## src/rtl/riscv_fetch_pkg.sv

```systemverilog
// riscv_fetch_pkg: shared state type and constants for the instruction fetch front end
package riscv_fetch_pkg;
    typedef enum logic [1:0] {BOOT, FETCH, HALTED} fetch_state_e;
    typedef struct packed {
        logic [31:0] pc;
        logic [31:0] instr;
    } fetch_entry_t;
    localparam logic [31:0] NOP_INSTR = 32'h0000_0013;
    localparam logic [31:0] PC_INC    = 32'd4;
endpackage

```

## src/rtl/fetch_buffer.sv

```systemverilog
// fetch_buffer: shift-register instruction queue with registered head outputs
module fetch_buffer
    import riscv_fetch_pkg::*;
#(
    parameter int DEPTH = 2
) (
    input  logic                       clk_i,
    input  logic                       rst_i,
    input  logic                       push_i,
    input  logic [31:0]                push_pc_i,
    input  logic [31:0]                push_instr_i,
    input  logic                       pop_i,
    input  logic                       flush_i,
    output logic [$clog2(DEPTH+1)-1:0] count_o,
    output logic                       valid_o,
    output logic [31:0]                pc_o,
    output logic [31:0]                instr_o
);
    localparam int CW = $clog2(DEPTH + 1);
    localparam int AW = $clog2(DEPTH);
    fetch_entry_t  mem_q [DEPTH];
    fetch_entry_t  mem_d [DEPTH];
    logic [CW-1:0] count_q, count_d, base;
    logic          valid_q;
    logic [31:0]   pc_q, instr_q;

    always_comb begin
        base    = count_q - CW'(pop_i);
        count_d = flush_i ? '0 : base + CW'(push_i);
        for (int i = 0; i < DEPTH - 1; i++) mem_d[i] = pop_i ? mem_q[i+1] : mem_q[i];
        mem_d[DEPTH-1] = mem_q[DEPTH-1];
        if (push_i && !flush_i) mem_d[base[AW-1:0]] = '{pc: push_pc_i, instr: push_instr_i};
    end

    always_ff @(posedge clk_i) mem_q <= mem_d;

    // Head is re-registered from the next-state queue so the outputs are flops; empty holds the last head.
    always_ff @(posedge clk_i or posedge rst_i) begin
        if (rst_i) begin
            count_q <= '0;
            valid_q <= 1'b0;
            pc_q    <= '0;
            instr_q <= NOP_INSTR;
        end else begin
            count_q <= count_d;
            valid_q <= count_d != '0;
            if (count_d != '0) begin
                pc_q    <= mem_d[0].pc;
                instr_q <= mem_d[0].instr;
            end
        end
    end

    assign count_o = count_q;
    assign valid_o = valid_q;
    assign pc_o    = pc_q;
    assign instr_o = instr_q;
endmodule

```

## src/rtl/fetch_sequencer.sv

```systemverilog
// fetch_sequencer: PC sequencing, request throttling, redirect/halt control over a fetch_buffer
module fetch_sequencer
    import riscv_fetch_pkg::*;
#(
    parameter logic [31:0] RESET_PC = 32'h0000_0000,
    parameter int          DEPTH    = 2,
    parameter int          ADDR_W   = 10
) (
    input  logic              clk_i,
    input  logic              rst_i,
    output logic              mem_req_o,
    output logic [ADDR_W-1:0] mem_addr_o,
    input  logic [31:0]       mem_rdata_i,
    input  logic              redirect_i,
    input  logic [31:0]       redirect_pc_i,
    input  logic              halt_i,
    output logic              out_valid_o,
    input  logic              out_ready_i,
    output logic [31:0]       out_instr_o,
    output logic [31:0]       out_pc_o,
    output logic              busy_o
);
    localparam int CW = $clog2(DEPTH + 1);
    localparam int PW = CW + 1;
    fetch_state_e  state_q;
    logic [31:0]   pc_q, inflight_pc_q;
    logic          inflight_q, redirect_act, pop, push;
    logic [CW-1:0] occ;

    // Counting the in-flight word against capacity is what keeps the buffer from overflowing.
    assign redirect_act = redirect_i && state_q != BOOT;
    assign mem_req_o    = state_q == FETCH && !redirect_i && PW'(occ) + PW'(inflight_q) < PW'(DEPTH);
    assign mem_addr_o   = pc_q[ADDR_W+1:2];
    assign pop          = out_valid_o && out_ready_i;
    assign push         = inflight_q && !redirect_act;
    assign busy_o       = inflight_q || occ != '0;

    always_ff @(posedge clk_i or posedge rst_i) begin
        if (rst_i) begin
            state_q       <= BOOT;
            pc_q          <= RESET_PC;
            inflight_q    <= 1'b0;
            inflight_pc_q <= '0;
        end else begin
            inflight_q <= mem_req_o;
            if (mem_req_o) inflight_pc_q <= pc_q;
            if (redirect_act) pc_q <= redirect_pc_i & ~32'h3;
            else if (mem_req_o) pc_q <= pc_q + PC_INC;
            state_q <= state_q == BOOT ? FETCH : (halt_i ? HALTED : FETCH);
        end
    end

    fetch_buffer #(.DEPTH(DEPTH)) u_buf (
        .clk_i        (clk_i),
        .rst_i        (rst_i),
        .push_i       (push),
        .push_pc_i    (inflight_pc_q),
        .push_instr_i (mem_rdata_i),
        .pop_i        (pop),
        .flush_i      (redirect_act),
        .count_o      (occ),
        .valid_o      (out_valid_o),
        .pc_o         (out_pc_o),
        .instr_o      (out_instr_o)
    );
endmodule
```

## config.mk

```make
export PLATFORM = sky130hd
export DESIGN_NAME = fetch_sequencer
export DESIGN_NICKNAME = d
export VERILOG_FILES = /design/src/rtl/riscv_fetch_pkg.sv /design/src/rtl/fetch_buffer.sv /design/src/rtl/fetch_sequencer.sv
export SDC_FILE = /design/constraint.sdc
export NUM_CORES = 1
export LEC_CHECK = 0
export CAP_MARGIN = 20
export CELL_PAD_IN_SITES_DETAIL_PLACEMENT = 1
export CELL_PAD_IN_SITES_GLOBAL_PLACEMENT = 1
export CORE_ASPECT_RATIO = 1.2
export CORE_UTILIZATION = 45
export CTS_BUF_LIST = sky130_fd_sc_hd__clkbuf_8
export CTS_CLUSTER_SIZE = 8
export DETAILED_ROUTE_END_ITERATION = 6
export GPL_TIMING_DRIVEN = 1
export MAX_ROUTING_LAYER = met4
export PLACE_DENSITY_LB_ADDON = 0.12
export SYNTH_ARGS = -nofsm -noshare
export SYNTH_HDL_FRONTEND = slang
export SYNTH_HIERARCHICAL = 1
export SYNTH_SLANG_ARGS = --single-unit
```

## constraint.sdc

```tcl
create_clock -name clk_i -period 9.7 [get_ports clk_i]
set_input_delay 0.97 -clock clk_i [delete_from_list [all_inputs] [get_ports clk_i]]
set_output_delay 0.97 -clock clk_i [all_outputs]
set_load 0.02 [all_outputs]
```

## Word level (Yosys, flattened, before mapping)

Cells that the tools add are included.

- Equal/unequal tests: 1
- Mux-type cells: 10
- Reductions and logical operators: 15
- Add/subtract/negate cells: 4
- Order comparisons: 3
- Bitwise logic cells: 1

Operators with widths:

| cell | number |
|---|---|
| bitwise mux 128 bit | 1 |
| two-way mux 128 bit | 1 |
| two-way mux 64 bit | 2 |
| demux 64 bit (select 1 bit) | 1 |
| two-way mux 32 bit | 2 |
| adder 32 x 3 -> 32 bit (second input constant) | 1 |
| nonzero test 2 bit | 4 |
| logical AND 1 bit | 7 |
| two-way mux 2 bit | 3 |
| adder 2 x 1 -> 3 bit | 1 |
| less-than comparator 3 x 2 -> 1 bit (second input constant) | 1 |
| adder 2 x 1 -> 2 bit | 1 |
| equality test 2 x 1 -> 1 bit (second input constant) | 1 |
| >= comparator 2 bit (second input constant) | 1 |
| zero test 1 bit | 2 |
| zero test 2 bit | 1 |
| less-than comparator 2 x 1 -> 1 bit (second input constant) | 1 |
| NOT 1 -> 2 bit | 1 |
| subtractor 2 x 1 -> 2 bit | 1 |
| logical OR 1 bit | 1 |

- Bits of input ports: 69
- Output and inout bits: 77
- Bits in registers: 262
- Logic and storage cells: 46

## Depth between registers and ports, before layout

- Word-level depth: 9
- Gate-level depth with buffers: 10
- Gate-level depth less buffers: 7

## By module

The synthesis kept the hierarchy.

Modules (own cells, without submodules):

| module | area an instance (µm²) | cells an instance | instances | seq. area each (µm²) |
|---|---|---|---|---|
| fetch_buffer | 7663.6 | 548 | 1 | 4883.4 |
| fetch_sequencer | 3286.9 | 383 | 1 | 1576.5 |

## Worst setup path before layout

No wires, ideal clock.

- Path kind: input -> register
- Start: input port redirect_i
- End: register u_buf/mem_q[0] (netlist name), enable pin
- Cell stages on the path: 6
- Required time: 9.122 ns
- Data arrival time: 6.753 ns
- Path slack: 2.369 ns
- Setup time: 0.578 ns
- Buffers on the path: 3
- Cell sequence: clkbuf_1 -> o21ai_1 -> inv_1 -> clkbuf_1 -> buf_1 -> nor3b_1

- Cells in the longest elaborated chain, start to end: 4

Ends and longest elaborated chain:

| element | RTL line | RTL |
|---|---|---|
| start: declaration | fetch_sequencer.sv:14 | `input logic redirect_i,` |
| logical AND 1 bit (*) | fetch_sequencer.sv:31 | `assign redirect_act = redirect_i && state_q != BOOT;` |
| named net redirect_act | fetch_sequencer.sv:27 | `logic inflight_q, redirect_act, pop, push;` |
| zero test 1 bit (*) | fetch_buffer.sv:32, fetch_sequencer.sv:35 |  |
| logical AND 1 bit | fetch_sequencer.sv:35 | `assign push = inflight_q && !redirect_act;` |
| logical AND 1 bit (*) | fetch_buffer.sv:32 | `if (push_i && !flush_i) mem_d[base[AW-1:0]] = '{pc: push_pc_i, instr: push_instr_i};` |
| end signal: assignment | fetch_buffer.sv:35 | `always_ff @(posedge clk_i) mem_q <= mem_d;` |
| end: declaration | fetch_buffer.sv:21 | `fetch_entry_t mem_q [DEPTH];` |

Mark *: on every way through the listed nets, which the timed path passes. The rest lies on a longest branch.
A chain may end at the register's enable or synchronous reset.

## Worst setup path after layout

- Start: input port redirect_i
- End: register u_buf.instr_q[0], in the netlist u_buf/instr_o[0]

- Cells in the longest elaborated chain, start to end: 6
- Elaborated cells on any way between the ends: 8
- Those cells by class: 1 x add/sub; 2 x mux; 5 x reduce/logical

Ends and longest elaborated chain:

| element | RTL line | RTL |
|---|---|---|
| logical AND 1 bit (*) | fetch_sequencer.sv:31 |  |
| zero test 1 bit (*) | fetch_sequencer.sv:35 |  |
| logical AND 1 bit (*) | fetch_sequencer.sv:35 |  |
| named net push | fetch_sequencer.sv:27 |  |
| adder 2 x 1 -> 2 bit | fetch_buffer.sv:29 | `count_d = flush_i ? '0 : base + CW'(push_i);` |
| two-way mux 2 bit | fetch_buffer.sv:29 |  |
| nonzero test 2 bit | fetch_buffer.sv:47 | `if (count_d != '0) begin` |
| end signal: assignment | fetch_buffer.sv:49 | `instr_q <= mem_d[0].instr;` |
| end: declaration | fetch_buffer.sv:25 | `logic [31:0] pc_q, instr_q;` |

Marked as above.

==> out/qor.txt <==
CP Max Fanout: 37
Comb power frac: 0.376
crit share post-route: 0.4473
Post-CTS Setup Bufs: 0
CP arrival: 4790 ps
switch share: 0.3424
CTS Root Cell: clkbuf_8
Max clock buf depth: 3
Primary FF master, synth: dfrtp_1
Routed WL: 24.64 mm
hold buffers post-CTS: 0
fin area: 13350 sq um
via/cell ratio: 5.092
RSZ-0062 raised after global routing: no
worst-path cell chain: clkdlybuf4s50_1 -> o21ai_1 -> buf_4 -> and2_1 -> ha_1 -> xnor3_1 -> a21oi_4 -> buf_4 -> buf_4 -> mux2i_1
global route overflow: 0
Synth async-reset ratio: 0.5039
core area: 23890 sq um
share of cells above drive strength 1: 0.1306
Initial Util: 0.4583
Setup crit start kind: input pin
H-tree depth: 2
number of global-route vias before repair: 7902
crit path kind: in2reg
Max-Cap Viols: 0
Remaining DRCs: 0
Clock Power Share: 0.209
Int Power: 2.746 mW
number of gates resized after cts: 0
RD Place Congestion: 0.7849
worst skew pair latency: 530 ps
CTS tree: done
EDFF count, synth: 64
IO Port Bufs: 143
Seq/Total Area, Yosys: 0.5899
die height: 172.9 microns
Yosys reg bits: 258
critical path's most frequent cell: buf_4
synthesized cell area: 10950 sq um
Slew Limit Fails: 0
worst min path class: reg2reg
DR WL/cell: 17.13 microns
via count: 7328
largest area contributor in the netlist: dfrtp_1
Leakage: 6.331 nW
Rel. slew slack: 0.3516
top-area cell type share of the netlist area: 0.2902
placed cell areas: 12560 sq um
Hold WS: 470.0 ps
Core Util, Final: 0.5586
maximum vdd drop: 0.1630 mV
Final Skew: 21.19 ps
I/O pin cnt: 146
Final HPWL DP: 15.60 mm
pre-CTS setup slack: 4780 ps
Data required, critical path: 10150 ps
Largest stage delay, worst path: 760 ps
PwrDens: 312.9 nW/um^2
fin crit period: 4339 ps
Peak Freq: 230.5 MHz
Avg Cell Area, Syn: 11.76 sq um
initial antenna violation count: 1
CP Capture Type: register
Worst R2R Path Depth: 9
Area Overhead vs Synth: 21.88%
Worst Max-Slew Pin Slew: 972.5 ps
Post-Synthesis Cells: 931
Final Hold Vio Count: 0
Psw: 1.430 mW
CTS buffer count: 42
YS warnings: 6
fin worst setup slack: 5361 ps
Inst Count DP: 1360
clock tree sinks: 258
global-route wire length before repair: 40.77 mm
hold path depth: 0
die area: 24970 sq um
DR pass1 iterations: 4
Final Setup Violations: 0
FP Rows: 62
die width: 144.4 microns
outcome: completed
Non-Filler Instances: 1439
fillcell total: 2582
Netlist cell types: 63
fin nets: 1156
synth top area cells: dfrtp_1 (29%), edfxtp_1 (18%), dfxtp_1 (12%)
Flop pwr share: 0.415
Starting DRT DRC Count: 200
All-Layer GR Usage: 0.2144
setup TNS: 0 ps
Pwr Total: 4.176 mW
Routed Antenna Nets: 0
largest net degree at the start of global routing: 65
Worst path slowest cell: clkdlybuf4s50_1
clock-pin slew on the worst setup and hold paths: 60 ps
## flip-flops by register name, indices dropped and copies added (netlist names)
register	count
inflight_pc_q	30
inflight_q	1
pc_q	30
state_q	2
u_buf/count_o	2
u_buf/instr_o	32
u_buf/mem_q	128
u_buf/pc_o	32
u_buf/valid_o	1
## routing by layer
| layer | vias up | wire (microns) | global-route usage |
|---|---|---|---|
| li1 | 3469 | - | - |
| met1 | 3632 | 10600 | 0.2661 |
| met2 | 177 | 12210 | 0.3500 |
| met3 | 50 | 1191 | 0.03739 |
| met4 | 0 | 639 | 0.07456 |
| met5 | - | 0 | - |
## cells in the final DEF, fill, tap and decap left out, drive strengths merged, types with 16 or more instances in the layout
master,netlist,layout
clkbuf,15,49
inv,139,163
o21ai,16,16
edfxtp,64,64
mux2,64,64
clkdlybuf4s50,0,143
nand3,20,20
mux2i,128,128
dfrtp,127,127
nand2,126,126
dfxtp,64,64
## final timing paths
check	start	endpoint	slack [ps]
worst min-delay path	inflight_pc_q[17]$_DFFE_PP0P_	u_buf/mem_q[49]$_DFFE_PP_	470
worst min register to register	inflight_pc_q[17]$_DFFE_PP0P_	u_buf/mem_q[49]$_DFFE_PP_	470
worst max-delay path	redirect_i	u_buf/instr_o[0]$_DFFE_PP1P_	5360
min in group asynchronous	rst_i	u_buf/instr_o[23]$_DFFE_PP0P_	760
worst max register to register	state_q[1]$_DFF_PP0_	u_buf/instr_o[0]$_DFFE_PP1P_	6070
max in group asynchronous	rst_i	u_buf/pc_o[12]$_DFFE_PP0P_	7880
## Yosys cell counts (5+ instances only)
cell      instances
buf_2            10
inv_1           139
and3_1            6
o21ai_0          15
nand4_1          10
buf_12            5
mux2_2           64
or4_1            12
nor2_1            9
a31oi_1           6
o311ai_0         13
dfxtp_1          64
nand3_1          19
a22oi_1           5
buf_4            17
mux2i_1         128
dfrtp_1         127
edfxtp_1         64
clkbuf_1         14
nand2_1         126
o211ai_1          9
## power by group through the flow
stage / Combinational (mW) / Sequential [mW] / Clock, mW
after detailed placement: 1.59 / 1.76 / 0
after CTS: 1.61 / 1.74 / 0.906
final: 1.57 / 1.73 / 0.871
after floorplan: 0.956 / 1.88 / 0
after global routing: 1.74 / 1.78 / 0.957
after global placement: 1.55 / 1.74 / 0
## kinds of logic after synthesis
logic type,Yosys count,synth area share
mux,192,0.1828
compound gates,71,0.04673
flops,258,0.5899
simple gates,212,0.09221
fa+ha+maj,3,0.003428
xor+xnor,2,0.002856
other cells,1,0.0003425
buf+inv,192,0.08169
## critical path: cells and delay by family
kind            cells  cell delay (ps)
buf+inv             4             2110
xor+xnor            1              240
simple gates        1              210
mux                 1              290
fa+ha+maj           1              210
compound gates      2              690
## final cells by class
class,count,area (sq um),share of cell area
antenna,1,2.502,0.0001875
clock buffer,49,674.4,0.05053
clock inverter,29,111.4,0.008343
inverter,140,526.8,0.03947
multi-input combinational,484,3627,0.2718
sequential,258,6460,0.4840
tap,320,400.4,0.03000
timing repair buffer,158,1544,0.1157
(Power assumes the default switching activity.)
